===== src/rtl/alu_pkg.sv =====
// ----------------------------------------------------------------------------
// alu_pkg
// Shared definitions for the round-robin ALU scheduler:
//   - ALU opcode constants (OP_AND .. OP_SLT)
//   - is_legal_op(): true for the seven opcodes the ALU implements
//   - state_t: scheduler FSM state encoding
// ----------------------------------------------------------------------------
package alu_pkg;

    localparam logic [3:0] OP_ADD = 4'b0000;
    localparam logic [3:0] OP_SUB = 4'b0010;
    localparam logic [3:0] OP_AND = 4'b0100;
    localparam logic [3:0] OP_OR  = 4'b0101;
    localparam logic [3:0] OP_XOR = 4'b0110;
    localparam logic [3:0] OP_NOR = 4'b0111;
    localparam logic [3:0] OP_SLT = 4'b1010;

    typedef enum logic [1:0] {
        ST_IDLE = 2'd0,
        ST_WAIT = 2'd1,
        ST_ERR  = 2'd2
    } state_t;

    function automatic logic is_legal_op(input logic [3:0] op);
        case (op)
            OP_AND, OP_OR, OP_NOR, OP_XOR,
            OP_ADD, OP_SUB, OP_SLT: return 1'b1;
            default:                return 1'b0;
        endcase
    endfunction

endpackage


===== src/rtl/rr_pick.sv =====
// ----------------------------------------------------------------------------
// rr_pick
// Combinational round-robin priority picker. Starting at ptr and searching
// upward (wrapping at NREQ), the first set request bit wins.
// Ports:
//   req  in   NREQ        request vector
//   ptr  in   log2(NREQ)  highest-priority index this round
//   win  out  NREQ        one-hot winner (all zero when req == 0)
//   idx  out  log2(NREQ)  encoded winner (0 when req == 0)
// NREQ must be a power of two so the index wraps by plain truncation.
// ----------------------------------------------------------------------------
module rr_pick #(
    parameter int NREQ = 4,
    parameter int PW   = $clog2(NREQ)
) (
    input  logic [NREQ-1:0] req,
    input  logic [PW-1:0]   ptr,
    output logic [NREQ-1:0] win,
    output logic [PW-1:0]   idx
);

    logic          found;
    logic [PW-1:0] cand;

    // NOTE: every combinational output gets a default before the loop so no
    // path leaves it unassigned, which would otherwise infer a latch.
    always_comb begin
        win   = '0;
        idx   = '0;
        found = 1'b0;
        cand  = '0;
        for (int i = 0; i < NREQ; i++) begin
            cand = ptr + PW'(i);
            if (!found && req[cand]) begin
                found     = 1'b1;
                win[cand] = 1'b1;
                idx       = cand;
            end
        end
    end

endmodule


===== src/rtl/alu_rr_scheduler.sv =====
// ----------------------------------------------------------------------------
// alu_rr_scheduler
// Shares one pipelined ALU between NREQ requesters. One request is accepted
// at a time (round-robin), its operands/opcode are driven to the ALU and held
// while the ALU pipeline runs, and the sampled result is returned to the
// granted requester with a one-cycle resp_valid pulse. Illegal opcodes skip
// the ALU and are answered one cycle after the grant with resp_err=1.
// Ports:
//   clk          in   rising-edge clock
//   reset        in   asynchronous active-low reset
//   req          in   NREQ     per-requester request level
//   req_op       in   4*NREQ   opcode of requester i in [4i+3:4i]
//   req_a/req_b  in   W*NREQ   operands of requester i in [Wi+W-1:Wi]
//   gnt          out  NREQ     one-hot pulse: that requester's op was accepted
//   resp_valid   out  NREQ     one-hot pulse: resp_result/resp_err valid
//   resp_result  out  W        result, held until the next response
//   resp_err     out  1        illegal opcode flag, held like resp_result
//   busy         out  1        scheduler not in IDLE
//   alu_a/alu_b  out  W        ALU operands
//   alu_op       out  4        ALU opcode
//   alu_result   in   W        ALU result, sampled ALU_LAT edges after issue
// ----------------------------------------------------------------------------
module alu_rr_scheduler
    import alu_pkg::*;
#(
    parameter int NREQ    = 4,
    parameter int W       = 32,
    parameter int ALU_LAT = 3
) (
    input  logic              clk,
    input  logic              reset,
    input  logic [NREQ-1:0]   req,
    input  logic [4*NREQ-1:0] req_op,
    input  logic [W*NREQ-1:0] req_a,
    input  logic [W*NREQ-1:0] req_b,
    output logic [NREQ-1:0]   gnt,
    output logic [NREQ-1:0]   resp_valid,
    output logic [W-1:0]      resp_result,
    output logic              resp_err,
    output logic              busy,
    output logic [W-1:0]      alu_a,
    output logic [W-1:0]      alu_b,
    output logic [3:0]        alu_op,
    input  logic [W-1:0]      alu_result
);

    localparam int PW = $clog2(NREQ);
    localparam int CW = (ALU_LAT > 1) ? $clog2(ALU_LAT) : 1;

    state_t          state, state_d;
    logic [PW-1:0]   ptr, ptr_d;
    logic [PW-1:0]   owner, owner_d;   // requester currently being served
    logic [CW-1:0]   cnt, cnt_d;
    logic [NREQ-1:0] gnt_d, rv_d;
    logic [W-1:0]    res_d, a_d, b_d;
    logic            err_d;
    logic [3:0]      op_d;

    logic [NREQ-1:0] pick_win;
    logic [PW-1:0]   pick_idx;
    logic [3:0]      sel_op;

    rr_pick #(.NREQ(NREQ), .PW(PW)) u_pick (
        .req (req),
        .ptr (ptr),
        .win (pick_win),
        .idx (pick_idx)
    );

    assign sel_op = req_op[{pick_idx, 2'b00} +: 4];
    assign busy   = (state != ST_IDLE);

    // Next-state and next-output logic; every register holds by default and
    // the pulses default to zero.
    always_comb begin
        state_d = state;
        ptr_d   = ptr;
        owner_d = owner;
        cnt_d   = cnt;
        gnt_d   = '0;
        rv_d    = '0;
        res_d   = resp_result;
        err_d   = resp_err;
        a_d     = alu_a;
        b_d     = alu_b;
        op_d    = alu_op;
        case (state)
            ST_IDLE: begin
                if (|req) begin
                    gnt_d   = pick_win;
                    owner_d = pick_idx;
                    ptr_d   = pick_idx + 1'b1;   // wraps: NREQ is a power of two
                    if (is_legal_op(sel_op)) begin
                        a_d     = req_a[pick_idx*W +: W];
                        b_d     = req_b[pick_idx*W +: W];
                        op_d    = sel_op;
                        cnt_d   = CW'(ALU_LAT - 1);
                        state_d = ST_WAIT;
                    end else begin
                        // ALU lines are left untouched; the error is answered
                        // without involving the ALU.
                        state_d = ST_ERR;
                    end
                end
            end
            ST_WAIT: begin
                if (cnt != '0) begin
                    cnt_d = cnt - 1'b1;
                end else begin
                    res_d       = alu_result;
                    err_d       = 1'b0;
                    rv_d[owner] = 1'b1;
                    state_d     = ST_IDLE;
                end
            end
            ST_ERR: begin
                res_d       = '0;
                err_d       = 1'b1;
                rv_d[owner] = 1'b1;
                state_d     = ST_IDLE;
            end
            default: state_d = ST_IDLE;
        endcase
    end

    // NOTE: sequential state uses non-blocking assignments so every register
    // samples the pre-edge values, independent of statement order.
    // NOTE: all registers here are small control/datapath flops, so each one
    // is cleared by the asynchronous reset; an abort in WAIT leaves nothing
    // behind that could later produce a response.
    always_ff @(posedge clk or negedge reset) begin
        if (!reset) begin
            state       <= ST_IDLE;
            ptr         <= '0;
            owner       <= '0;
            cnt         <= '0;
            gnt         <= '0;
            resp_valid  <= '0;
            resp_result <= '0;
            resp_err    <= 1'b0;
            alu_a       <= '0;
            alu_b       <= '0;
            alu_op      <= 4'b0000;
        end else begin
            state       <= state_d;
            ptr         <= ptr_d;
            owner       <= owner_d;
            cnt         <= cnt_d;
            gnt         <= gnt_d;
            resp_valid  <= rv_d;
            resp_result <= res_d;
            resp_err    <= err_d;
            alu_a       <= a_d;
            alu_b       <= b_d;
            alu_op      <= op_d;
        end
    end

endmodule


===== config.mk =====
export PLATFORM = sky130hd
export DESIGN_NAME = alu_rr_scheduler
export DESIGN_NICKNAME = d
export VERILOG_FILES = /design/src/rtl/alu_pkg.sv /design/src/rtl/rr_pick.sv /design/src/rtl/alu_rr_scheduler.sv
export SDC_FILE = /design/constraint.sdc
export NUM_CORES = 1
export LEC_CHECK = 0
export ABC_AREA = 1
export CAP_MARGIN = 20
export CORE_AREA = 2 2 161 163
export DETAILED_ROUTE_END_ITERATION = 10
export DIE_AREA = 0 0 163 165
export DONT_BUFFER_PORTS = 1
export PLACE_DENSITY_LB_ADDON = 0.15
export REMOVE_ABC_BUFFERS = 1
export SLEW_MARGIN = 15
export SYNTH_ARGS = -nofsm -noshare
export SYNTH_HDL_FRONTEND = slang
export SYNTH_HIERARCHICAL = 1
export SYNTH_SLANG_ARGS = --single-unit

===== constraint.sdc =====
create_clock -name clk -period 3.75 [get_ports clk]
set_input_delay 0.5625 -clock clk [delete_from_list [all_inputs] [get_ports clk]]
set_output_delay 0.5625 -clock clk [all_outputs]
set_load 0.01 [all_outputs]

Word-level counts from Yosys, hierarchy flattened
Index checks and enable logic that the tools add are counted.
{ "word_totals": {"reg_bits": 117, "in_bits": 310, "elab_cells": 116, "output_inout_bits": 110} }
{ "classes": {"n_eq_ne": 12, "n_addsub": 5, "order_cmp": 10, "bitwise_logic": 3, "n_reduce_logical": 24, "n_shift": 3, "n_mux": 48} }
{ "op_table": {"columns": ["operator", "n"], "rows": [
  ["variable part select 128 x 8 -> 32 bit", 2],
  ["one-hot mux 32 bit (2 select lines)", 1],
  ["2-to-1 mux 32 bit", 1],
  ["2-to-1 mux 4 bit", 7],
  ["2-to-1 mux 2 bit", 10],
  ["equality test 4 x 3 -> 1 bit, second input constant", 4],
  ["2-to-1 mux 1 bit", 16],
  ["variable part select 16 x 5 -> 4 bit", 1],
  ["< comparator 2 x 3 -> 1 bit, second input constant", 5],
  ["bitwise OR 4 bit", 3],
  ["demux 1 bit (select 2 bit)", 5],
  ["greater-or-equal comparator 2 x 1 -> 1 bit, second input constant", 5],
  ["binary-select mux 1 bit (select 2 bit)", 4],
  ["logical AND 1 bit", 8],
  ["!= test 2 bit, second input constant", 4],
  ["one-hot mux 2 bit (2 select lines)", 2],
  ["one-hot mux 4 bit (2 select lines)", 1],
  ["nonzero test 2 bit", 4],
  ["OR reduction 7 bit", 1],
  ["AND reduction 2 bit", 3],
  ["adder 2 x 1 -> 2 bit, second input constant", 2],
  ["adder 2 bit, second input constant", 2],
  ["equality test 4 x 2 -> 1 bit, second input constant", 1],
  ["equality test 4 bit, second input constant", 1],
  ["other kinds (10)", 12]
]} }

Longest topological paths before layout
Gate-level depths: netlist of run 1.
{ "depth": {"word_depth": 21, "depth_mapped": 24} }

By module
The synthesis of run 1 kept the hierarchy.
{ "by_module_without_submodules": {"columns": ["module", "cells_each", "area_per_inst_um2", "instances"], "rows": [
  ["alu_rr_scheduler", 909, 6447.4, 1],
  ["rr_pick", 82, 515.5, 1]
]} }

Worst setup path after synthesis of run 1
No wires, ideal clock.
{ "synth_path": {"path_kind": "register to register", "from": "register ptr[1]", "to": "register alu_b[10]", "period_less_slack_ns": 2.797, "required_ns": 3.684, "path_slack_ns": 0.953, "n_path_buf": 4, "path_stages_with_launch": 22, "arrival_time_ns": 2.731, "setup_ns": 0.066, "path_cell_list": "dfrtp_1 -> bufinv_8 -> ha_1 -> inv_1 -> nand3_1 -> nand2_1 -> nand3_1 -> nor2_1 -> nor2_1 -> nor2_1 -> buf_4 -> inv_2 -> buf_6 -> o211ai_1 -> nand2_1 -> nand2_1 -> nand3_4 -> inv_2 -> buf_6 -> buf_6 -> nand2_1 -> nand2_1"} }
{ "synth_between": {"elab_chain_len": 19, "elab_cells_between_ends": 38, "cone_classes": "add/sub: 3; eq/ne: 6; shift: 2; mux: 18; reduce/logical: 9"} }
{ "synth_lines": {"columns": ["element", "line", "source"], "rows": [
  ["from (decl)", "alu_rr_scheduler.sv:51", "logic [PW-1:0] ptr, ptr_d;"],
  ["from (signal assigned)", "alu_rr_scheduler.sv:146", "ptr <= ptr_d;"],
  ["parallel branches: the longest is 11 deep, another holds adder 2 x 1 -> 2 bit", null, null],
  ["2-to-1 mux 2 bit (*)", "rr_pick.sv:34", "if (!found && req[cand]) begin"],
  ["via pick_idx[0]", "alu_rr_scheduler.sv:60", "logic [PW-1:0] pick_idx;"],
  ["variable part select 16 x 5 -> 4 bit", "alu_rr_scheduler.sv:70", "assign sel_op = req_op[{pick_idx, 2'b00} +: 4];"],
  ["equality test 4 x 3 -> 1 bit, or another cell as far along", "alu_pkg.sv:25", "case (op)"],
  ["OR reduction 7 bit", "alu_pkg.sv:25", null],
  ["2-to-1 mux 1 bit", "alu_pkg.sv:25", null],
  ["2-to-1 mux 1 bit", "alu_rr_scheduler.sv:89", "if (|req) begin"],
  ["2-to-1 mux 1 bit", "alu_rr_scheduler.sv:87", "case (state)"],
  ["AND reduction 3 bit (no source line)", null, null],
  ["to (signal assigned)", "alu_rr_scheduler.sv:142", "alu_b <= '0;"],
  ["to (signal assigned)", "alu_rr_scheduler.sv:154", "alu_b <= b_d;"],
  ["to (decl)", "alu_rr_scheduler.sv:42", "output logic [W-1:0] alu_b,"]
]} }
Mark *: on every way through the listed nets, which the timed path passes. The select of a mux whose other input is x is not followed.
A chain may end at the register's enable or synchronous reset.

Worst setup path in the final report of run 1
{ "layout_path": {"from": "register ptr[1]", "to": "register alu_op[1]"} }
{ "layout_between": {"elab_chain_len": 19, "elab_cells_between_ends": 37, "cone_classes": "add/sub: 3; eq/ne: 6; shift: 1; mux: 18; reduce/logical: 9"} }
{ "layout_lines": {"columns": ["element", "line", "source"], "rows": [
  ["parallel branches: the longest is 11 deep, another holds adder 2 x 1 -> 2 bit", null, null],
  ["2-to-1 mux 2 bit (*)", "rr_pick.sv:34", null],
  ["via pick_idx[0]", "alu_rr_scheduler.sv:60", null],
  ["variable part select 16 x 5 -> 4 bit (*)", "alu_rr_scheduler.sv:70", null],
  ["equality test 4 x 3 -> 1 bit, or another cell as far along", "alu_pkg.sv:25", null],
  ["OR reduction 7 bit", "alu_pkg.sv:25", null],
  ["2-to-1 mux 1 bit", "alu_pkg.sv:25", null],
  ["2-to-1 mux 1 bit", "alu_rr_scheduler.sv:89", null],
  ["2-to-1 mux 1 bit", "alu_rr_scheduler.sv:87", null],
  ["AND reduction 3 bit (no source line)", null, null],
  ["to (signal assigned)", "alu_rr_scheduler.sv:155", "alu_op <= op_d;"],
  ["to (decl)", "alu_rr_scheduler.sv:43", "output logic [3:0] alu_op,"]
]} }
Marks and branches as above.

==> impl_metrics.prom, run 1 <==
# TYPE chip_impl_metric gauge
chip_impl_metric{name="count_of_nets_left_with_antenna_violations_after_detail_routing",unit=""} 0
chip_impl_metric{name="maxCapViolations",unit=""} 0
chip_impl_info{name="synth_top_family_by_area",value="simple AND/OR/NAND/NOR gates"} 1
chip_impl_metric{name="core-area",unit="µm²"} 25040
chip_impl_metric{name="clock_latency",unit="ns"} 0.41
chip_impl_metric{name="report.final.setup_viol",unit=""} 0
chip_impl_metric{name="synth_fa_ha_area_frac",unit=""} 0.01617
chip_impl_metric{name="dp_worst_setup_slack",unit="ns"} 0.1672
chip_impl_metric{name="io-pin-count",unit=""} 420
chip_impl_metric{name="wirelength",unit="mm"} 26.04
chip_impl_metric{name="layout-drive-gt1-share",unit=""} 0.06797
chip_impl_metric{name="port_buffers",unit=""} 0
chip_impl_metric{name="synth-warning-count",unit=""} 6
chip_impl_info{name="tritoncts",value="yes"} 1
chip_impl_metric{name="max-slew-margin-rel",unit=""} 0.3959
chip_impl_metric{name="r2r_slack",unit="ns"} 0.40
chip_impl_metric{name="slew_violations",unit=""} 0
chip_impl_metric{name="timing.final.hold_violations",unit=""} 0
chip_impl_metric{name="cp_max_fo",unit=""} 51
chip_impl_info{name="grt_setup_unrepaired",value="false"} 1
chip_impl_metric{name="yosys.area_share.simple",unit=""} 0.2830
chip_impl_metric{name="post_cts_buffers",unit=""} 0
chip_impl_info{name="series_of_cell_instances_along_the_critical_path",value="bufinv_8 -> ha_1 -> inv_1 -> nand3_1 -> nand2_1 -> nand3_1 -> nor2_1 -> nor2_1 -> nor2_4 -> inv_4 -> o211ai_1 -> nand2_1 -> nand2_1 -> nand3_4 -> inv_2 -> buf_8 -> nand2_1 -> nand2_1"} 1
chip_impl_metric{name="post_synth_xor_area_fraction",unit=""} 0
chip_impl_info{name="gr-max-usage-layer",value="met2"} 1
chip_impl_metric{name="slowest_delay",unit="ns"} 0.34
chip_impl_metric{name="yosys_register_bits",unit=""} 117
chip_impl_metric{name="grt_max_degree",unit=""} 118
chip_impl_info{name="worst_path_max_delay_cell",value="dfrtp_1"} 1
chip_impl_metric{name="final_critical_path_setup_slack",unit="ns"} 0.4035
chip_impl_info{name="cp_common_cell",value="nand2_1"} 1
chip_impl_info{name="layout_common_cells",value="nand2_1, o21ai_0, nor2_1"} 1
chip_impl_metric{name="drt_iter0_drc",unit=""} 515
chip_impl_metric{name="worst_ep_arrival_time",unit="ns"} 3.69
chip_impl_info{name="run_status",value="completed"} 1
chip_impl_metric{name="die_h",unit="µm"} 165
chip_impl_metric{name="avgViaCountPerCell",unit=""} 5.145
chip_impl_metric{name="grt_util_met2",unit=""} 0.3176
chip_impl_info{name="startpoint_type",value="register"} 1
chip_impl_metric{name="numClockSinks",unit=""} 117
chip_impl_metric{name="clock_tree.buffer_depth",unit=""} 2
chip_impl_metric{name="num_rows",unit=""} 58
chip_impl_metric{name="grt.overflow.total",unit=""} 0
chip_impl_metric{name="clock_buffers_created_by_tritoncts",unit=""} 17
chip_impl_metric{name="die_area",unit="µm²"} 26900
chip_impl_info{name="ctsRootBufferMaster",value="clkbuf_16"} 1
chip_impl_metric{name="worst_r2r_path_depth",unit=""} 18
chip_impl_info{name="hold_class",value="primary input to asynchronous set/reset pin"} 1
chip_impl_metric{name="antenna_found_initial",unit=""} 4
chip_impl_metric{name="num-fill-cells",unit=""} 2703
chip_impl_metric{name="fraction_of_synthesized_area_in_multiplexers",unit=""} 0
chip_impl_metric{name="groute.layer.met1.usage",unit=""} 0.2356
chip_impl_metric{name="synth-compound-area-share",unit=""} 0.1953
chip_impl_metric{name="final_min_period_over_clock_period",unit=""} 0.8924
chip_impl_metric{name="layout_min_cycle_time",unit="ns"} 3.346
chip_impl_info{name="timing.rr.start",value="ptr[1]"} 1
chip_impl_metric{name="fin_nets",unit=""} 1277
chip_impl_metric{name="required",unit="ns"} 4.09
chip_impl_metric{name="non_filler_cell_area_final",unit="µm²"} 7858
chip_impl_metric{name="grtUsageTotal",unit=""} 0.1889
chip_impl_metric{name="worstMarginPinSlew",unit="ns"} 0.9062
chip_impl_metric{name="via_count",unit=""} 6714
chip_impl_metric{name="floorplan.initialDensity",unit=""} 0.2781
chip_impl_metric{name="chipWidth",unit="µm"} 163
chip_impl_metric{name="fmax",unit="MHz"} 298.8
chip_impl_metric{name="remaining_drc_errors",unit=""} 0
chip_impl_metric{name="htreeDepth",unit=""} 4
chip_impl_metric{name="hold_ws",unit="ns"} 0.08952
chip_impl_metric{name="drt_wl_cell",unit="µm"} 19.95
chip_impl_metric{name="placement.cell_area",unit="µm²"} 7189
chip_impl_metric{name="grt_pass1_vias",unit=""} 6453
chip_impl_metric{name="flow.area_growth_from_synthesis",unit="%"} 12.85
chip_impl_metric{name="syn_area",unit="µm²"} 6963
chip_impl_metric{name="synth.lib_cells_used.distinct",unit=""} 29
chip_impl_metric{name="ys_seq_area_frac",unit=""} 0.4205
chip_impl_metric{name="clk_pin_slew",unit="ns"} 0.06
chip_impl_info{name="regToRegEndpoint",value="alu_op[1]"} 1
chip_impl_metric{name="firstDrtPassIters",unit=""} 5
chip_impl_metric{name="syn-instance-count",unit=""} 991
chip_impl_metric{name="fin_tns_setup",unit="ns"} 0
chip_impl_info{name="setup.worst_path.class",value="register to register"} 1
chip_impl_metric{name="grt.met3_usage",unit=""} 0.04721
chip_impl_info{name="critPathCaptureType",value="register"} 1
chip_impl_metric{name="syn-mean-instance-area",unit="µm²"} 7.026
chip_impl_metric{name="grt_pass1_wl",unit="mm"} 38.52
chip_impl_metric{name="dp.final_hpwl",unit="mm"} 18.74
chip_impl_metric{name="place.gp.congestion",unit=""} 0.8160
chip_impl_info{name="final_common_cell",value="nand2_1"} 1
chip_impl_metric{name="finClkSkew",unit="ns"} 0.01311
worst max-delay path: cells and delay by family, from the launching register on:
kind	cells	cell delay [ns]
and+or+nand+nor	11	1.22
buffers and inverters	5	1.12
DFF	1	0.34
adders and majority gates	1	0.32
AOI/OAI and AO/OA	1	0.21
sequential cells by signal (all words and copies together) (netlist names):
name / flops
alu_a: 32
resp_result: 32
cnt: 2
resp_err: 1
alu_b: 32
ptr: 2
alu_op: 4
owner: 2
resp_valid: 4
state: 2
gnt: 4
metrics by stage:
stage,utilization,instances
final,0.3138,1305
after CTS,0.3131,1301
after global routing,0.3137,1304
after floorplan,-,923
after global placement,0.2872,1268
after detailed placement,0.2872,1268
per-layer routing:
layer  share of wire  vias up  routed length [µm]
met4           0.026        2                 682
met3           0.067       33                1751
met2            0.50      285               12970
li1                -     3195                   -
met5         0.00061        -                  16
met1            0.41     3199               10620
cell usage after synthesis:
library cell | n | area [µm²]
nand3_4 | 2 | 35.03
bufinv_8 | 1 | 17.52
o211ai_1 | 4 | 30.03
nand2_1 | 253 | 949.7
ha_1 | 9 | 112.6
o21bai_1 | 1 | 7.510
inv_6 | 1 | 8.760
nand2_2 | 2 | 12.51
dfrtp_1 | 117 | 2928
nand2_8 | 2 | 40.04
buf_1 | 4 | 15.01
inv_2 | 3 | 11.26
clkinv_1 | 2 | 7.510
a21oi_1 | 6 | 30.03
nand3_1 | 61 | 305.3
inv_1 | 62 | 232.7
nor4_1 | 2 | 12.51
buf_4 | 1 | 7.510
o21ai_0 | 169 | 845.8
buf_2 | 8 | 40.04
nor2_1 | 151 | 566.8
nor2_8 | 1 | 20.02
o22ai_1 | 65 | 406.6
a21boi_0 | 4 | 30.03
nand2_4 | 2 | 22.52
nor2_2 | 1 | 6.260
clkbuf_1 | 49 | 183.9
buf_6 | 6 | 67.56
o21ai_1 | 2 | 10.01
layout make-up:
class,instances,area (µm²),area share
Multi-Input combinational cell,737,3456,0.4398
Sequential cell,117,2928,0.3726
Clock buffer,19,452.9,0.05764
Tap cell,330,412.9,0.05255
Inverter,69,280.3,0.03567
Clock inverter,13,170.2,0.02166
Timing Repair Buffer,16,147.6,0.01879
Antenna cell,4,10.01,0.001274
worst max-delay path by stage:
stage	startpoint	endpoint	slack, ns	cells past startpoint
2_1_floorplan	ptr[1]	alu_a[0]	-5.72	17
3_3_place_gp	ptr[1]	alu_op[1]	0.28	20
3_5_place_dp	ptr[1]	alu_op[0]	0.17	18
4_1_cts	ptr[1]	alu_b[12]	0.13	18
5_1_grt	ptr[0]	alu_a[11]	0.02	18
6_report	ptr[1]	alu_op[1]	0.40	18
kinds of logic after synthesis:
family,after synthesis
DFF,117
AOI/OAI and AO/OA,251
and+or+nand+nor,477
adders and majority gates,9
buffers and inverters,137
timing repair:
action | CTS | global route
setup endpoints to repair | 0 | 51
hold endpoints to repair | 117 | 0
resized for setup | 0 | 3
hold buffers | 1 | 0
Power of run 1 is left out: the tool's default activity adds up to more than one toggle a clock period on the data nets, which glitch-free logic cannot reach.
==> run 2, diff against run 1 <==
--- a/config.mk
+++ b/config.mk
@@ -8,9 +8,11 @@
 export ABC_AREA = 1
 export CAP_MARGIN = 20
 export CORE_AREA = 2 2 161 163
+export CTS_CLUSTER_SIZE = 8
 export DETAILED_ROUTE_END_ITERATION = 10
 export DIE_AREA = 0 0 163 165
 export DONT_BUFFER_PORTS = 1
+export MAX_ROUTING_LAYER = met4
 export PLACE_DENSITY_LB_ADDON = 0.15
 export REMOVE_ABC_BUFFERS = 1
 export SLEW_MARGIN = 15
==> impl_metrics.prom, run 2 (synthesized netlist as in run 1, its figures left out) <==
# TYPE chip_impl_metric gauge
chip_impl_info{name="run_status",value="completed"} 1
chip_impl_metric{name="grt_max_degree",unit=""} 118
chip_impl_metric{name="die_area",unit="µm²"} 26900
chip_impl_info{name="series_of_cell_instances_along_the_critical_path",value="bufinv_8 -> ha_1 -> inv_1 -> nand3_1 -> nand2_1 -> nand3_1 -> nor2_1 -> nor2_1 -> nor2_4 -> inv_4 -> o211ai_1 -> nand2_1 -> nand2_1 -> nand3_4 -> inv_2 -> buf_8 -> nand2_1 -> nand2_1"} 1
chip_impl_metric{name="drt_wl_cell",unit="µm"} 19.91
chip_impl_metric{name="clock_buffers_created_by_tritoncts",unit=""} 17
chip_impl_metric{name="worst_r2r_path_depth",unit=""} 18
chip_impl_metric{name="dp_worst_setup_slack",unit="ns"} 0.1672
chip_impl_metric{name="layout-drive-gt1-share",unit=""} 0.06797
chip_impl_info{name="cp_common_cell",value="nand2_1"} 1
chip_impl_metric{name="fmax",unit="MHz"} 296.8
chip_impl_info{name="ctsRootBufferMaster",value="clkbuf_16"} 1
chip_impl_info{name="grt_setup_unrepaired",value="false"} 1
chip_impl_metric{name="worstMarginPinSlew",unit="ns"} 0.8786
chip_impl_metric{name="cp_max_fo",unit=""} 51
chip_impl_metric{name="dp.final_hpwl",unit="mm"} 18.74
chip_impl_metric{name="grt_pass1_vias",unit=""} 6484
chip_impl_metric{name="slowest_delay",unit="ns"} 0.34
chip_impl_metric{name="clock_latency",unit="ns"} 0.41
chip_impl_info{name="final_common_cell",value="nand2_1"} 1
chip_impl_metric{name="timing.final.hold_violations",unit=""} 0
chip_impl_metric{name="num_rows",unit=""} 58
chip_impl_metric{name="num-fill-cells",unit=""} 2702
chip_impl_metric{name="clk_pin_slew",unit="ns"} 0.06
chip_impl_metric{name="wirelength",unit="mm"} 26.04
chip_impl_metric{name="htreeDepth",unit=""} 4
chip_impl_info{name="hold_class",value="primary input to asynchronous set/reset pin"} 1
chip_impl_metric{name="final_min_period_over_clock_period",unit=""} 0.8986
chip_impl_metric{name="final_critical_path_setup_slack",unit="ns"} 0.3802
chip_impl_metric{name="grt_pass1_wl",unit="mm"} 38.41
chip_impl_metric{name="floorplan.initialDensity",unit=""} 0.2781
chip_impl_metric{name="fin_nets",unit=""} 1277
chip_impl_metric{name="worst_ep_arrival_time",unit="ns"} 3.71
chip_impl_metric{name="drt_iter0_drc",unit=""} 508
chip_impl_metric{name="placement.cell_area",unit="µm²"} 7189
chip_impl_metric{name="met3WireLength",unit="mm"} 1.896
chip_impl_info{name="top_regs",value="alu_a x32, alu_b x32, resp_result x32"} 1
chip_impl_metric{name="finClkSkew",unit="ns"} 0.01100
chip_impl_info{name="maxUsedRoutingLayer",value="met4"} 1
chip_impl_metric{name="io-pin-count",unit=""} 420
chip_impl_metric{name="met1Wirelength",unit="mm"} 10.46
chip_impl_metric{name="remaining_drc_errors",unit=""} 0
chip_impl_metric{name="firstDrtPassIters",unit=""} 5
chip_impl_metric{name="required",unit="ns"} 4.09
chip_impl_metric{name="clock_tree.buffer_depth",unit=""} 2
chip_impl_metric{name="port_buffers",unit=""} 0
chip_impl_metric{name="wire_length_on_met2",unit="mm"} 12.95
chip_impl_metric{name="register_area",unit="µm²"} 2928
chip_impl_info{name="critPathCaptureType",value="register"} 1
chip_impl_metric{name="slew_violations",unit=""} 0
chip_impl_info{name="crit_path_start",value="ptr[1]"} 1
chip_impl_metric{name="count_of_nets_left_with_antenna_violations_after_detail_routing",unit=""} 0
chip_impl_info{name="tritoncts",value="yes"} 1
chip_impl_metric{name="die_h",unit="µm"} 165
chip_impl_metric{name="r2r_slack",unit="ns"} 0.38
chip_impl_metric{name="place.gp.congestion",unit=""} 0.8315
chip_impl_metric{name="non_filler_cell_area_final",unit="µm²"} 7865
chip_impl_info{name="setup.worst_path.class",value="register to register"} 1
chip_impl_metric{name="avgViaCountPerCell",unit=""} 5.141
chip_impl_metric{name="maxCapViolations",unit=""} 0
chip_impl_info{name="startpoint_type",value="register"} 1
chip_impl_metric{name="max-slew-margin-rel",unit=""} 0.4143
chip_impl_metric{name="chipWidth",unit="µm"} 163
chip_impl_metric{name="layout_min_cycle_time",unit="ns"} 3.370
chip_impl_metric{name="numClockSinks",unit=""} 117
chip_impl_info{name="timing.rr.start",value="ptr[1]"} 1
chip_impl_info{name="regToRegEndpoint",value="alu_op[1]"} 1
chip_impl_metric{name="grtUsageTotal",unit=""} 0.1945
chip_impl_metric{name="via_count",unit=""} 6724
chip_impl_info{name="worst_path_max_delay_cell",value="dfrtp_1"} 1
chip_impl_metric{name="grt.overflow.total",unit=""} 0
chip_impl_metric{name="multi_input_area",unit="µm²"} 3456
chip_impl_metric{name="antenna_found_initial",unit=""} 5
chip_impl_metric{name="fin_tns_setup",unit="ns"} 0
chip_impl_info{name="timing.critical_path.to",value="alu_op[1]"} 1
chip_impl_metric{name="report.final.setup_viol",unit=""} 0
chip_impl_info{name="layout_common_cells",value="nand2_1, o21ai_0, nor2_1"} 1
chip_impl_metric{name="post_cts_buffers",unit=""} 0
chip_impl_metric{name="flow.area_growth_from_synthesis",unit="%"} 12.96
chip_impl_metric{name="core-area",unit="µm²"} 25040
-- run 2: cell types whose count changed in the layout (fill, tap and decap cells not counted), sizes merged --
| cell | change |
|---|---|
| diode | +3 |
-- run 2: worst min path at each step --
stage | from | endpoint
3_5_place_dp | reset | alu_b[19]
3_3_place_gp | reset | alu_b[19]
2_1_floorplan | reset | alu_a[0]
4_1_cts | reset | alu_b[19]
5_1_grt | reset | alu_b[19]
6_report | reset | alu_b[19]
-- run 2: cell type report --
class,count,area share
Multi-Input combinational cell,737,0.4394
Sequential cell,117,0.3723
Clock buffer,19,0.05759
Tap cell,330,0.05250
Inverter,69,0.03563
Clock inverter,13,0.02164
Timing Repair Buffer,16,0.01877
Antenna cell,7,0.002227
-- run 2: what timing repair did --
action,in CTS,in global routing
setup endpoints to repair,0,51
hold endpoints to repair,117,0
hold buffers,1,0
resized for setup,0,3
-- run 2: layer usage --
metal  track usage  vias to the layer above
met3       0.05374                       36
li1              -                     3195
met2        0.3157                      296
met5             -                        -
met4       0.07442                        0
met1        0.2305                     3197
-- run 2: per-stage QoR --
stage | hold WS [ns] | utilization | cells
global route | 0.1272 | 0.3139 | 1306
floorplan | 0.2669 | - | 923
finish | 0.09892 | 0.3141 | 1308
detailed placement | 0.2702 | 0.2872 | 1268
CTS | 0.1236 | 0.3131 | 1301
global placement | 0.2709 | 0.2872 | 1268
-- run 2: worst max-delay path: cells and delay by family (launching register included) --
family / cells / cell delay, ns
simple gates: 11 / 1.24
compound gates: 1 / 0.22
flops: 1 / 0.34
buf+inv: 5 / 1.10
fa+ha+maj: 1 / 0.32
Power of run 2 is left out for the same reason.
